===== src/rtl/pif_fade_ctrl.sv =====
// Pattern generator for the PWM LED flasher: divides Clk down to a Tick and steps
// Duty/Phase per the host-selected mode; commands take effect on a Tick boundary.
module pif_fade_ctrl #(
   parameter int TICK_DIV = 177333,
   parameter int CW       = 18,
   parameter int B        = 5
) (
   input  logic         Clk,
   input  logic         ResetN,
   input  logic         CmdValid,
   output logic         CmdReady,
   input  logic [1:0]   CmdMode,
   input  logic [3:0]   CmdRate,
   output logic         Tick,
   output logic [B-1:0] Duty,
   output logic [1:0]   Phase,
   output logic         Busy
);

   typedef enum logic [1:0] {
      MODE_OFF     = 2'd0,
      MODE_SOLID   = 2'd1,
      MODE_BREATHE = 2'd2,
      MODE_CYCLE   = 2'd3
   } mode_t;

   typedef enum logic {
      ST_RUN  = 1'b0,
      ST_PEND = 1'b1
   } state_t;

   localparam logic [CW-1:0] RELOAD = CW'(TICK_DIV - 1);
   localparam logic [B-1:0]  DMAX   = '1;

   state_t        state, state_nxt;
   mode_t         mode, pend_mode;
   logic [CW-1:0] presc;
   logic [3:0]    rate, pend_rate, step_cnt;
   logic          dir_dn;
   logic          accept, apply, step_fire;
   logic [B+2:0]  pattern_nxt;

   // Returns {dir_dn, Phase, Duty} after one step in mode m.
   function automatic logic [B+2:0] next_pattern(
      input mode_t        m,
      input logic         dn,
      input logic [1:0]   ph,
      input logic [B-1:0] d
   );
      logic [B+1:0] cyc;
      cyc          = {ph, d} + 1'b1;
      next_pattern = '0;
      case (m)
         MODE_SOLID:   next_pattern = {1'b0, 2'b00, DMAX};
         MODE_BREATHE: begin
            if (!dn)
               next_pattern = (d == DMAX) ? {1'b1, ph, d} : {1'b0, ph, d + 1'b1};
            else
               next_pattern = (d == '0) ? {1'b0, ph + 2'd1, d} : {1'b1, ph, d - 1'b1};
         end
         MODE_CYCLE:   next_pattern = {dn, cyc};
         default:      next_pattern = '0;
      endcase
   endfunction

   assign CmdReady = (state == ST_RUN);
   assign Busy     = (state == ST_PEND);

   always_comb begin
      accept      = CmdValid && (state == ST_RUN);
      apply       = Tick && (state == ST_PEND);
      step_fire   = Tick && !apply && (step_cnt == rate);
      pattern_nxt = next_pattern(mode, dir_dn, Phase, Duty);
      state_nxt   = state;
      case (state)
         ST_RUN:  if (accept) state_nxt = ST_PEND;
         ST_PEND: if (Tick)   state_nxt = ST_RUN;
         default: state_nxt = ST_RUN;
      endcase
   end

   // Pending command holding registers; only meaningful while in ST_PEND.
   always_ff @(posedge Clk) begin
      if (accept) begin
         pend_mode <= mode_t'(CmdMode);
         pend_rate <= CmdRate;
      end
   end

   always_ff @(posedge Clk or negedge ResetN) begin
      if (!ResetN) begin
         presc    <= RELOAD;
         Tick     <= 1'b0;
         state    <= ST_RUN;
         mode     <= MODE_OFF;
         rate     <= '0;
         step_cnt <= '0;
         dir_dn   <= 1'b0;
         Duty     <= '0;
         Phase    <= '0;
      end else begin
         Tick  <= (presc == '0);
         presc <= (presc == '0) ? RELOAD : presc - 1'b1;
         state <= state_nxt;
         if (apply) begin
            mode     <= pend_mode;
            rate     <= pend_rate;
            step_cnt <= '0;
            dir_dn   <= 1'b0;
            Phase    <= '0;
            Duty     <= (pend_mode == MODE_SOLID) ? DMAX : '0;
         end else if (Tick) begin
            if (step_fire) begin
               step_cnt                <= '0;
               {dir_dn, Phase, Duty}   <= pattern_nxt;
            end else begin
               step_cnt <= step_cnt + 1'b1;
            end
         end
      end
   end

endmodule


===== config.mk =====
export PLATFORM = sky130hd
export DESIGN_NAME = pif_fade_ctrl
export DESIGN_NICKNAME = d
export VERILOG_FILES = /design/src/rtl/pif_fade_ctrl.sv
export SDC_FILE = /design/constraint.sdc
export NUM_CORES = 1
export LEC_CHECK = 0
export CAP_MARGIN = 10
export CORE_ASPECT_RATIO = 0.8
export CORE_MARGIN = 5
export CORE_UTILIZATION = 52
export DETAILED_ROUTE_END_ITERATION = 6
export GPL_TIMING_DRIVEN = 0
export PLACE_DENSITY = 0.75
export SETUP_SLACK_MARGIN = 0.05
export SYNTH_ARGS = -nofsm -noshare
export SYNTH_HDL_FRONTEND = slang
export SYNTH_SLANG_ARGS = --single-unit
export TNS_END_PERCENT = 100

===== constraint.sdc =====
create_clock -name Clk -period 2.3 [get_ports Clk]
set_input_delay 0.46 -clock Clk [delete_from_list [all_inputs] [get_ports Clk]]
set_output_delay 0.46 -clock Clk [all_outputs]
set_load 0.005 [all_outputs]

Word level (Yosys, flattened, before mapping)
Index checks and enable logic that the tools add are counted.
Widths: inputs -> output; s select.
{"block": "totals", "in_bits": 9, "n_memories": 0, "mem_bits_rw": 0, "elab_cells": 62, "latchBits": 0, "mem_bits_ro": 0, "output_inout_bits": 10, "register_bits": 44}
{"block": "classes", "n_bitwise": 1, "n_reduce_logical": 12, "eq_ne": 11, "mul": 0, "n_lt_le_gt_ge": 0, "add_sub_neg": 6, "n_mux": 21, "n_shift": 0, "div": 0}
{"op": "$mux 8", "n": 3}
{"op": "$pmux 8 s3", "n": 1}
{"op": "$mux 5", "n": 4}
{"op": "$logic_not 18->1", "n": 1}
{"op": "$mux 18", "n": 1}
{"op": "$sub 18x1->18 const B", "n": 1}
{"op": "$mux 4", "n": 3}
{"op": "$ne 4x4->1 const B", "n": 2}
{"op": "$reduce_and 4->1", "n": 2}
{"op": "$add 7x1->7 const B", "n": 1}
{"op": "$mux 2", "n": 3}
{"op": "$ne 3x3->1 const B", "n": 2}
{"op": "$add 5x1->5 const B", "n": 1}
{"op": "$eq 5x5->1 const B", "n": 1}
{"op": "$logic_not 5->1", "n": 1}
{"op": "$mux 1", "n": 5}
{"op": "$sub 5x1->5 const B", "n": 1}
{"op": "$add 4x1->4 const B", "n": 1}
{"op": "$eq 2x1->1 const B", "n": 2}
{"op": "$eq 2x2->1 const B", "n": 2}
{"op": "$eq 4x4->1", "n": 1}
{"op": "$logic_and 1x1->1", "n": 4}
{"op": "$reduce_bool 2->1", "n": 2}
{"op": "$reduce_and 3->1", "n": 1}
{"op": "5 further kinds", "n": 5}

Logic depth before layout (Yosys ltp)
Gate-level depths: netlist of run 1.
{"block": "depth", "word_depth": 7, "depth_mapped": 8, "mapped_depth_nobuf": 8}

Least setup slack after synthesis of run 1
Ideal clock, no wire load.
{"block": "synth_timing", "kind": "register to register", "from": "register Duty[0]", "to": "register Duty[2]", "path_stages_with_launch": 9, "t_required_ns": 2.223, "setup_ns": 0.077, "arrival_ns": 2.201, "path_buffers": 0, "path_slack_ns": 0.022, "period_less_slack_ns": 2.278, "cell_sequence": "dfrtp_1 > ha_1 > and3_1 > ha_1 > or4b_2 > o311ai_0 > a22o_1 > o31ai_1 > a21oi_1"}
{"block": "synth_between", "elab_chain_cells": 7, "elab_cells_between_ends": 15, "cone_classes": "3 x add/sub; 3 x eq/ne; 7 x mux; 2 x reduce/logical"}
{"item": "start: declaration", "line": "15", "text": "output logic [B-1:0] Duty,"}
{"item": "start signal: assignment", "line": "111", "text": "Duty <= (pend_mode == MODE_SOLID) ? DMAX : '0;"}
{"item": "start signal: assignment", "line": "115", "text": "{dir_dn, Phase, Duty} <= pattern_nxt;"}
{"item": "$add 5x1->5 or $sub 5x1->5 (tied branches)", "line": "57, 59"}
{"item": "$mux 8 (on tied branches)", "line": "57, 59"}
{"item": "$mux 8", "line": "56", "text": "if (!dn)"}
{"item": "$pmux 8 s3", "line": "53", "text": "case (m)"}
{"item": "$mux 5", "line": "113", "text": "if (step_fire) begin"}
{"item": "$mux 5", "line": "112", "text": "end else if (Tick) begin"}
{"item": "$mux 5", "line": "105", "text": "if (apply) begin"}
Parallel ways exist; a longest one is shown, timed or not. The select of a mux whose other input is x is not followed.
A chain may end at the register's enable or synchronous reset.

Worst setup path in the final report of run 1
{"block": "layout_timing", "from": "register Duty[0]", "to": "register Phase[0]"}
{"block": "layout_between", "elab_chain_cells": 5, "elab_cells_between_ends": 8, "cone_classes": "1 x add/sub; 1 x eq/ne; 4 x mux; 2 x reduce/logical"}
{"item": "$add 7x1->7", "line": "51", "text": "cyc = {ph, d} + 1'b1;"}
{"item": "$pmux 8 s3", "line": "53"}
{"item": "$mux 2", "line": "113"}
{"item": "$mux 2", "line": "112"}
{"item": "$mux 2", "line": "105"}
{"item": "end signal: assignment", "line": "115"}
{"item": "end: declaration", "line": "16", "text": "output logic [1:0] Phase,"}
Parallel ways exist; a longest one is shown, timed or not. The select of a mux whose other input is x is not followed.

==> metrics.md, run 1 <==
| Metric | Value |
|---|---|
| WP data required | `2.52 ns` |
| Final Max Tran Viols | `0` |
| Synth warn | `0` |
| Syn Nets | `252` |
| Via-to-Cell Ratio | `5.520` |
| Initial Util | `0.5276` |
| EDFF count, synth | `6` |
| Die H | `70.35 µm` |
| CP most frequent cell | `buf_4` |
| Root Buffer | `clkbuf_8` |
| Worst slew pin tran | `0.8346 ns` |
| Post-route ant nets | `0` |
| Max-cap viol count | `0` |
| Vias in the first global route | `1789` |
| Hold bufs inserted after CTS | `0` |
| Final Hold Viols | `0` |
| Post-synth top area share | `0.3066` |
| Final #Nets | `284` |
| Yosys top cell by area | `dfrtp_1` |
| Sequential-to-total area share from yosys stat | `0.4826` |
| Beginning of the critical path | `Duty[0]` |
| Crit. End Element | `flip-flop` |
| Grt ovf | `0` |
| Reg clk slew, reported paths | `0.08 ns` |
| Critical Path Start Type | `flip-flop` |
| Mapped cell area | `0.002367 mm²` |
| CTS tree | `yes` |
| Core region area | `0.004487 mm²` |
| Row count | `22` |
| Die ar. | `0.006010 mm²` |
| Cell variety after synth | `50` |
| Wire per inst | `14.91 µm` |
| FFs w/ async S/R, synth | `0.8636` |
| Placed Cells | `316` |
| Drt first pass iters | `4` |
| R2r startpoint | `Duty[0]` |
| Slew HR | `0.4436` |
| RSZ-0062 raised after global routing | `no` |
| Tot Pwr | `1.300 mW` |
| Dominant cells by area after synthesis | `dfrtp_1 31%, dfstp_2 10%, edfxtp_1 7.6%, nand2_1 5.1%, xor2_1 4.8%` |
| Outcome | `completed` |
| Max frequency | `463.0 MHz` |
| # diodes | `0` |
| Number of remaining DRC errors | `0` |
| Count of final setup violators | `0` |
| Dpl hpwl | `3.341 mm` |
| Fillers | `374` |
| First-pass GRT wire length | `8.376 mm` |
| Chip Width | `85.44 µm` |
| CP Max Fanout | `7` |
| Gpl congestion | `0.8955` |
| Crit Path Class | `flip-flop to flip-flop` |
| Htree depth | `2` |
| Cell count after synthesis | `238` |
| Pwr/cell area | `463.9 mW/mm²` |
| Yosys reg bits | `44` |
| Critical Path AT | `2.38 ns` |
| CP max stage cell | `dfrtp_2` |
| Overall Global Routing Usage | `0.1741` |
| Initial antenna violation count | `0` |
| Port-buffer cells | `18` |
| Skew-Pair Late Insertion Delay | `0.29 ns` |
| Slowest stage delay, CP | `0.43 ns` |
| Clock tree buffer depth | `2` |
| Post-synth top flop | `dfrtp_1` |
| Worst vdd ir | `0.3674 mV` |
| Largest net degree at the start of global routing | `39` |
| Hold crit path type | `input port to asynchronous set/reset pin` |
| Cell with the most instances after synthesis | `nand2_1` |
| Fin crit period | `2.160 ns` |
| Cell Count, Final, Fillers Out | `331` |
| Clock skew | `0.005605 ns` |
| CTS buffer count | `5` |
| Final WL | `4.936 mm` |
| Syn-to-layout area delta | `18.39%` |
| Ports | `19` |
| Initial DRC Count | `193` |
| Period utilisation layout | `0.9390` |
| Syn avg cell area | `9.947 µm²` |
| Share of post-route cells with drive strength above 1 | `0.1771` |
| Critical-path cell list | `buf_4, inv_1, ha_2, nor4b_4, buf_4, buf_4, nand4_1, a211o_1, a21oi_1` |
| Synth top cells by count | `32 x nand2_1, 29 x dfrtp_1, 24 x nor2_1` |
| LEAKAGE | `1.121 nW` |
| Vias | `1827` |
| # clock sinks | `44` |
-- registers in the layout (all words and copies together) (netlist names), 2 cells and up --
register,cells
step_cnt,4
Duty,5
pend_mode,2
pend_rate,4
mode,2
rate,4
presc,18
Phase,2
-- path summary, 6_finish.rpt --
path	endpoint	slack [ns]	cells past startpoint
worst max-delay path	Phase[0]	0.14	9
worst min-delay path	presc[16]	0.26	1
worst max register to register	Phase[0]	0.14	9
worst min register to register	rate[0]	0.45	2
max in group asynchronous	Duty[1]	1.47	1
min in group Clk	rate[0]	0.45	2
-- worst max-delay path, delay by kind of cell (launching register included) --
kind | cells | cell delay [ns]
flops | 1 | 0.43
buf+inv | 4 | 0.50
simple gates | 2 | 0.49
compound gates | 2 | 0.44
fa+ha+maj | 1 | 0.21
-- kinds of logic after synthesis --
logic type,count (synthesis),synth area share
multiplexers,3,0.01374
adder cells (fa/ha/maj),5,0.02643
flip-flops,44,0.4826
AO/OA/AOI/OAI,49,0.1379
XOR/XNOR,19,0.07030
AND/OR/NAND/NOR,99,0.2331
buffers and inverters,19,0.03594
-- cell type report --
class / count / area, µm² / share of cell area
tap: 60 / 75.07 / 0.02679
buffer: 8 / 38.79 / 0.01384
timing repair buffer: 25 / 227.7 / 0.08125
inverter: 11 / 46.29 / 0.01652
multi-input combinational: 175 / 1189 / 0.4241
sequential: 44 / 1145 / 0.4085
clock inverter: 1 / 5.005 / 0.001786
clock buffer: 7 / 76.32 / 0.02723
-- power by group --
group	switching (mW)	internal [mW]	total, mW
Clock	0.248	0.213	0.462
Combinational	0.0202	0.0186	0.0388
Sequential	0.00496	0.795	0.799
-- timing repair --
action,CTS,global route
buffers inserted,5,2
endpoints found under the hold margin,0,0
pin swaps,3,1
resized for setup,9,2
cloned,0,0
setup endpoints to repair,1,3
-- metrics by stage --
stage	TNS, ns	area [µm²]	hold WS [ns]	utilization	setup slack, ns
after floorplan	0	2370	0.1644	-	0.05347
after global placement	-3.593	2625	0.4268	0.5851	-0.1920
after detailed placement	-0.2041	2620	0.4240	0.5839	-0.2041
after CTS	0	2780	0.2843	0.6196	0.1180
after global routing	0	2803	0.3330	0.6247	0.03378
final	0	2803	0.2616	0.6247	0.1403
-- layer usage --
metal / global-route usage / vias to the layer above / wire (µm)
li1: - / 899 / -
met3: 0.04599 / 3 / 283
met2: 0.2569 / 61 / 2247
met1: 0.2450 / 864 / 2386
met5: 0 / - / 0
met4: 0.06327 / 0 / 19
-- placed cells by master (no fill, tap or decap), types with 6 or more instances in the layout --
cell	instances
nand2_1	32
dfrtp_1	27
nor2_1	24
clkdlybuf4s50_1	17
xor2_1	13
a21oi_1	12
inv_1	10
dfstp_2	9
nand3_1	8
clkbuf_1	8
o21ai_0	7
buf_4	7
xnor2_1	6
edfxtp_1	6
Power figures use the tool's default switching activity.
==> run 2: changes to the inputs <==
- PLACE_DENSITY: 0.75 -> 0.87
==> run 2 against run 1 <==
Worst setup slack got worse by 0.047 ns. Clock-buffer cell count fell by 1. Clock skew up 0.0033 ns. Sequential power is essentially flat. Die area unchanged. Largest power group unchanged. Fmax decreased by 2.1%.
==> metrics.md, run 2 (synthesis results as in run 1) <==
| Metric | Value |
|---|---|
| Crit Path Class | `flip-flop to flip-flop` |
| Clock tree buffer depth | `2` |
| Most frequent cells in the layout | `32 x nand2_1, 28 x dfrtp_1, 24 x nor2_1, 17 x clkdlybuf4s50_1, 13 x xor2_1` |
| R2r startpoint | `Duty[0]` |
| Worst vdd ir | `0.2966 mV` |
| # diodes | `0` |
| Pwr/cell area | `468.6 mW/mm²` |
| CTS tree | `yes` |
| CP Max Fanout | `7` |
| Largest net degree at the start of global routing | `39` |
| Max frequency | `453.2 MHz` |
| Vias in the first global route | `1883` |
| Initial DRC Count | `173` |
| WP data required | `2.48 ns` |
| Critical Path AT | `2.39 ns` |
| Max-cap viol count | `0` |
| Number of remaining DRC errors | `0` |
| Crit. End Element | `flip-flop` |
| Largest registers | `presc: 18 flops, Duty: 5 flops` |
| Ports | `19` |
| Initial antenna violation count | `0` |
| Clock skew | `0.008882 ns` |
| Die H | `70.35 µm` |
| Final Hold Viols | `0` |
| LEAKAGE | `1.113 nW` |
| Period utilisation layout | `0.9595` |
| Slew HR | `0.4341` |
| Most common cell after layout, fill and taps aside | `nand2_1` |
| Fillers | `365` |
| Final Max Tran Viols | `0` |
| Chip Width | `85.44 µm` |
| Reg with most FFs | `presc` |
| Core region area | `0.004487 mm²` |
| Via-to-Cell Ratio | `5.797` |
| Beginning of the critical path | `Duty[0]` |
| # clock sinks | `44` |
| Final WL | `5.126 mm` |
| Reg clk slew, reported paths | `0.08 ns` |
| CTS buffer count | `5` |
| Share of post-route cells with drive strength above 1 | `0.1593` |
| Gpl congestion | `0.8936` |
| Grt ovf | `0` |
| Hold crit path type | `input port to asynchronous set/reset pin` |
| Dpl hpwl | `3.485 mm` |
| Worst slew pin tran | `0.8488 ns` |
| Critical Path Start Type | `flip-flop` |
| Final Cell Area | `0.002781 mm²` |
| Root Buffer | `clkbuf_8` |
| Vias | `1913` |
| Syn-to-layout area delta | `17.49%` |
| Drt first pass iters | `4` |
| Initial Util | `0.5276` |
| Overall Global Routing Usage | `0.1781` |
| Htree depth | `2` |
| Max FFs per register | `18` |
| Die ar. | `0.006010 mm²` |
| Hold Slack | `0.2670 ns` |
| Fin crit period | `2.207 ns` |
| Outcome | `completed` |
| Row count | `22` |
| First-pass GRT wire length | `8.576 mm` |
| Post-DP Area | `0.002620 mm²` |
| Count of final setup violators | `0` |
| Final #Nets | `283` |
| Skew-Pair Late Insertion Delay | `0.30 ns` |
| Wire per inst | `15.53 µm` |
| Post-route ant nets | `0` |
| Port-buffer cells | `18` |
## run 2: changes by cell type in the layout (fill, tap and decap cells not counted), sizes merged
cell	delta
buf	-1
clkbuf	-1
clkinvlp	+1
## run 2: per-stage QoR
stage | power [mW] | cells | setup slack (ns) | TNS, ns | utilization
after floorplan | 0.8192 | 238 | 0.05347 | 0 | -
after global placement | 0.8525 | 316 | -0.1136 | -2.236 | 0.5851
after detailed placement | 0.8539 | 316 | -0.1537 | -0.1537 | 0.5839
after CTS | 1.320 | 326 | 0.06012 | 0 | 0.6102
after global routing | 1.355 | 330 | -0.04632 | -0.1035 | 0.6199
final | 1.303 | 330 | 0.09323 | 0 | 0.6199
## run 2: power breakdown
part / internal, mW / total, mW / switching [mW]
combinational: 0.0185 / 0.0377 / 0.0192
clock: 0.211 / 0.465 / 0.255
sequential: 0.794 / 0.800 / 0.00572
total: 1.02 / 1.30 / 0.280
## run 2: cell type report
class / instances / area, µm² / area share
multi-input cells: 175 / 1174 / 0.4220
flip-flops and latches: 44 / 1144 / 0.4112
repair buffers: 24 / 220.2 / 0.07917
well taps: 60 / 75.07 / 0.02699
clock buffers: 6 / 72.57 / 0.02609
inverters: 11 / 46.29 / 0.01664
plain buffers: 8 / 38.79 / 0.01395
clock inverters: 2 / 11.26 / 0.004049
## run 2: path summary, 6_finish.rpt
kind / slack (ns) / cells after the start / end
max: 0.09 / 8 / Duty[2]
min: 0.27 / 1 / Tick
max reg2reg: 0.09 / 8 / Duty[2]
min reg2reg: 0.45 / 2 / rate[1]
max in group asynchronous: 1.45 / 1 / Duty[0]
min in group Clk: 0.45 / 2 / rate[1]
## run 2: layer usage
layer | part of all wire | track usage | up-vias
met3 | 0.080 | 0.03656 | 11
met2 | 0.47 | 0.2776 | 102
li1 | - | - | 909
met5 | 0 | 0 | -
met1 | 0.43 | 0.2375 | 891
met4 | 0.018 | 0.08084 | 0
## run 2: timing repair
action                     CTS  global route
hold buffers                 0             0
buffers inserted             2             4
cloned                       0             0
gates resized for setup      5             2
setup endpoints to repair    1             7
pin swaps                    2             4
## run 2: worst max-delay path, stage by stage (launching register included)
cell and delay [ns]:
dfrtp_2 0.43, buf_4 0.17, inv_1 0.06, ha_1 0.21
nor4b_4 0.44, nor2_1 0.20, a22o_1 0.25, o31ai_1 0.23
a21oi_1 0.10
